File: src/rtl/ISO14443A_pkg.sv
// Shared types and defaults for the ISO14443A PICC transmit path.
package ISO14443A_pkg;

  localparam int unsigned PICC_BIT_TICKS       = 128;
  localparam int unsigned PICC_SUBCARRIER_HALF = 8;

  typedef enum logic [1:0] {
    PICCBitSequence_D,
    PICCBitSequence_E,
    PICCBitSequence_F
  } PICCBitSequence;

  typedef enum logic [1:0] {
    ST_IDLE,
    ST_SOC,
    ST_DATA,
    ST_EOC
  } enc_state_e;

  // D modulates the first half of the bit period, E the second, F never.
  function automatic logic seq_mod(input PICCBitSequence seq, input logic sub,
                                   input logic first_half);
    logic m;
    m = 1'b0;
    case (seq)
      PICCBitSequence_D: m = sub & first_half;
      PICCBitSequence_E: m = sub & ~first_half;
      default:           m = 1'b0;
    endcase
    return m;
  endfunction

endpackage

File: src/rtl/picc_bit_timer.sv
// Bit-period counter for the PICC encoder: phase within the bit and subcarrier phase.
module picc_bit_timer #(
  parameter int unsigned BIT_TICKS       = 128,
  parameter int unsigned SUBCARRIER_HALF = 8
) (
  input  logic clk,
  input  logic rst_n,
  input  logic clear,
  input  logic run,
  output logic sub,
  output logic last_tick,
  output logic first_half
);

  localparam int CW      = $clog2(BIT_TICKS);
  localparam int SUB_BIT = $clog2(SUBCARRIER_HALF);

  logic [CW-1:0] cnt;

  always_ff @(posedge clk) begin
    if (!rst_n)         cnt <= '0;
    else if (clear)     cnt <= '0;
    else if (run)       cnt <= last_tick ? '0 : cnt + 1'b1;
  end

  assign last_tick  = (cnt == CW'(BIT_TICKS - 1));
  assign first_half = (cnt < CW'(BIT_TICKS / 2));
  // Half-period is a power of two, so the subcarrier phase is a single count bit.
  assign sub        = ~cnt[SUB_BIT];

endmodule

File: src/rtl/manchester_encode.sv
// PICC->PCD Manchester bit encoder: SOC (D), one D/E per data bit, EOC (F).
module manchester_encode
  import ISO14443A_pkg::*;
#(
  parameter int unsigned BIT_TICKS       = PICC_BIT_TICKS,
  parameter int unsigned SUBCARRIER_HALF = PICC_SUBCARRIER_HALF
) (
  input  logic clk,
  input  logic rst_n,
  input  logic in_valid,
  input  logic in_data,
  output logic in_req,
  output logic lm_out,
  output logic busy
);

  enc_state_e     state;
  logic           bit_q;
  logic           sub, last_tick, first_half;
  logic           start;
  PICCBitSequence seq;

  assign start = (state == ST_IDLE) && in_valid;

  picc_bit_timer #(
    .BIT_TICKS      (BIT_TICKS),
    .SUBCARRIER_HALF(SUBCARRIER_HALF)
  ) u_timer (
    .clk       (clk),
    .rst_n     (rst_n),
    .clear     (start),
    .run       (state != ST_IDLE),
    .sub       (sub),
    .last_tick (last_tick),
    .first_half(first_half)
  );

  always_comb begin
    seq = PICCBitSequence_F;
    case (state)
      ST_SOC:  seq = PICCBitSequence_D;
      ST_DATA: seq = bit_q ? PICCBitSequence_D : PICCBitSequence_E;
      default: seq = PICCBitSequence_F;
    endcase
  end

  // One request per bit period; the bit is taken on the same edge if in_valid is up.
  assign in_req = last_tick && ((state == ST_SOC) || (state == ST_DATA));
  assign busy   = (state != ST_IDLE);

  always_ff @(posedge clk) begin
    if (!rst_n) begin
      state  <= ST_IDLE;
      bit_q  <= 1'b0;
      lm_out <= 1'b0;
    end else begin
      lm_out <= seq_mod(seq, sub, first_half);
      case (state)
        ST_IDLE: if (in_valid) state <= ST_SOC;
        ST_SOC, ST_DATA:
          if (last_tick) begin
            if (in_valid) begin
              bit_q <= in_data;
              state <= ST_DATA;
            end else begin
              state <= ST_EOC;
            end
          end
        ST_EOC:  if (last_tick) state <= ST_IDLE;
        default: state <= ST_IDLE;
      endcase
    end
  end

endmodule

File: config.mk
export PLATFORM = sky130hd
export DESIGN_NAME = manchester_encode
export DESIGN_NICKNAME = d
export VERILOG_FILES = /design/src/rtl/ISO14443A_pkg.sv /design/src/rtl/picc_bit_timer.sv /design/src/rtl/manchester_encode.sv
export SDC_FILE = /design/constraint.sdc
export NUM_CORES = 1
export LEC_CHECK = 0
export ABC_AREA = 1
export CAP_MARGIN = 25
export CORE_ASPECT_RATIO = 1.2
export CORE_MARGIN = 2
export CORE_UTILIZATION = 29
export CTS_CLUSTER_DIAMETER = 80
export DETAILED_ROUTE_END_ITERATION = 8
export SLEW_MARGIN = 15
export SYNTH_ARGS = -nofsm -noshare
export SYNTH_HDL_FRONTEND = slang
export SYNTH_SLANG_ARGS = --single-unit
export TNS_END_PERCENT = 20
File: constraint.sdc
create_clock -name clk -period 1.3 [get_ports clk]
set_input_delay 0.325 -clock clk [delete_from_list [all_inputs] [get_ports clk]]
set_output_delay 0.325 -clock clk [all_outputs]
set_load 0.02 [all_outputs]
==> results.py <==
metrics = {
    "final_layout": {
        "finalNonFillerCells": 130,
        "areaGrowthSynthToFinish_pct": 53.0,
        "multiInputGateArea_um2": 405,
        "nets": 119,
        "final_util": 0.465,
        "diodes": 0,
        "layout.area.seq_um2": 225,
        "drive_above_1_share": 0.473,
        "nFillCells": 201,
    },
    "logic_synthesis": {
        "syn-num-nets": 90,
        "synth-xor-area-share": 0.0285,
        "synth.avg_cell_area_um2": 7.51,
        "synth_edf_count": 0,
        "synth_compound_area_frac": 0.0793,
        "synth_top_area_cell": "dfxtp_1",
        "synthArstFlopShare": 0,
        "muxShareOfSynthArea": 0,
        "synthAdderAreaFrac": 0.0813,
        "synth.area.top_cells": "dfxtp_1 (36%), nand2_1 (9.8%), ha_1 (8.1%), inv_1 (7.9%), a21oi_1 (5.7%)",
        "synthSimpleGateAreaFrac": 0.360,
        "synth_cells": 82,
        "ys.flop_type": "dfxtp_1",
        "synth.distinct_cells": 22,
        "synth_sequential_area_ratio": 0.358,
        "synth_area_um2": 616,
        "synth_seq_cells": 11,
        "yosys_warnings": 0,
        "synth_top_family_by_area": "simple AND/OR/NAND/NOR gates",
        "synth.top_cell.area_share": 0.358,
    },
    "detailed_routing": {
        "ant_nets": 0,
        "drtPass1Iterations": 3,
        "wl_per_cell_um": 9.92,
        "vias": 579,
        "routed_wl_um": 1290,
        "drcViolationCount": 0,
        "drt_iter0_drc": 2,
        "viasPerCell": 4.45,
    },
    "placed_design": {
        "dp.cells": 125,
        "gp_congestion": 0.765,
        "port_buffers": 6,
        "hpwl_um": 1040,
        "dpl_worst_slack_ns": -0.492,
    },
    "global_route": {
        "gr-total-overflow": 0,
        "grt_max_degree": 8,
        "grt_pass1_vias": 586,
        "grtUsageTotal": 0.139,
        "antenna_found_initial": 0,
        "grt_pass1_wl_um": 2450,
    },
    "setup_path": {
        "r2r_start": "state[0]",
        "critical_path_arrival_ns": 1.20,
        "crit_type": "reg -> out",
        "start_kind": "flip-flop",
        "required_ns": 0.98,
        "worst-path-max-fanout": 2,
        "worst_setup_path_end_kind": "primary output",
        "crit_start": "state[0]",
    },
    "timing": {
        "finalSetupViolations": 3,
        "max-slew-margin-rel": 0.867,
        "min_period_over_period": 1.17,
        "final_max_slew_viol_count": 0,
        "final_hold_viol_count": 0,
        "worst_slew_pin_slew_ns": 0.198,
        "fin_crit_ns": 1.52,
        "setup_ws_ns": -0.221,
        "max_freq_mhz": 657,
        "fin_skew_ns": 0.00623,
        "finalSetupTns_ns": -0.245,
        "rsz0062_at_grt": "true",
    },
    "cts": {
        "h-tree-depth": 1,
        "clock_latency_ns": 0.27,
        "clkSinkCount": 11,
        "hold_buffers": 0,
        "cts_buffers": 3,
        "cts_tree": "built",
        "cts_max_path_buffers": 2,
        "path_clk_slew_ns": 0.07,
        "cts_root_buf": "clkbuf_4",
    },
    "die": {
        "rows": 18,
        "io_pins": 7,
        "fp.dieArea_um2": 2510,
        "start_util": 0.304,
        "fp.dieH_um": 54.5,
        "core_um2": 2030,
        "die_x_um": 46.1,
    },
    "power": {
        "vdd_ir_drop_max_mv": 0.549,
        "power_density_nw_per_um2": 900,
        "power.leakage_uw": 0.000457,
    },
    "run_status": {
        "violations": "setup timing",
        "outcome": "finished with violations",
    },
    "worst_hold_path": {
        "hold_class": "reg -> reg",
        "hold_start": "u_timer.cnt[6]",
    },
    "flow_run": {
        "cap_viol_max_count": 0,
    },
}
==> synthesized netlist by cell type (all sizes together), types with 2 or more instances <==
cell / number
a21oi: 7
inv: 14
xor2: 2
nor2: 11
nand2: 19
dfxtp: 11
nor3: 5
nand3: 3
ha: 4
o21ai: 2
==> per-stage QoR <==
step / hold slack, ns / instance area, µm² / total power [µW]
5_1_grt: 0.569 / 942 / 906
4_1_cts: 0.513 / 903 / 830
3_5_place_dp: 0.502 / 845 / 566
2_1_floorplan: 0.446 / 629 / 468
6_report: 0.530 / 942 / 848
3_3_place_gp: 0.487 / 845 / 560
==> logic make-up (layout without fill, tap and decap cells) <==
kind of cell / Yosys count / count (layout)
flops: 11 / 11
xor+xnor: 2 / 2
simple gates: 41 / 41
buf+inv: 15 / 43
compound gates: 9 / 9
fa+ha+maj: 4 / 4
==> power breakdown <==
part	switching [µW]	total [µW]	internal [µW]	leakage [µW]
registers	7.96	359	351	0.0000908
clock network	115	234	119	0.0000150
logic	128	255	127	0.000351
total	251	848	598	0.000457
==> per-layer routing <==
layer	track usage	routed length, µm	share of wire	vias to the layer above
met2	0.231	691	0.54	9
met5	0	0	0	-
met3	0.0297	34	0.026	2
met4	0.0857	12	0.0093	0
li1	-	-	-	314
met1	0.159	552	0.43	254
==> registers in the layout, indices dropped and copies added (netlist names) <==
signal	cells
u_timer.cnt	7
lm_out	1
state	2
bit_q	1
==> worst paths after layout <==
kind                                 end  slack [ns]  cells after the start
worst max register to register  state[0]       -0.01                      7
worst max-delay path              in_req       -0.22                      5
worst min register to register    lm_out        0.53                      2
worst min-delay path              lm_out        0.53                      2
==> critical path: stages, from the launching register on <==
cell and delay, ns:
dfxtp_2 0.33, inv_2 0.05, ha_4 0.27, inv_2 0.06, nor2_8 0.11, buf_6 0.12
==> layout by cell type (no fill, tap or decap), drive strengths merged, types with 2 or more instances in the layout <==
| cell | Yosys | layout |
|---|---|---|
| buf | 1 | 21 |
| nand2 | 19 | 19 |
| inv | 14 | 14 |
| nor2 | 11 | 11 |
| dfxtp | 11 | 11 |
| a21oi | 7 | 7 |
| nor3 | 5 | 5 |
| clkbuf | 0 | 4 |
| ha | 4 | 4 |
| clkdlybuf4s50 | 0 | 3 |
| nand3 | 3 | 3 |
| o21ai | 2 | 2 |
| xor2 | 2 | 2 |
==> layout make-up <==
class,instances,area share
multi-input combinational,56,0.430
sequential,11,0.239
timing repair buffer,25,0.220
inverter,14,0.0558
clock buffer,4,0.0279
tap,20,0.0266
==> repair_timing <==
item	in CTS	in global routing
resized for setup	25	10
setup endpoints to repair	10	13
setup buffers	1	0
pin swaps	4	6
Power figures use the tool's default switching activity.
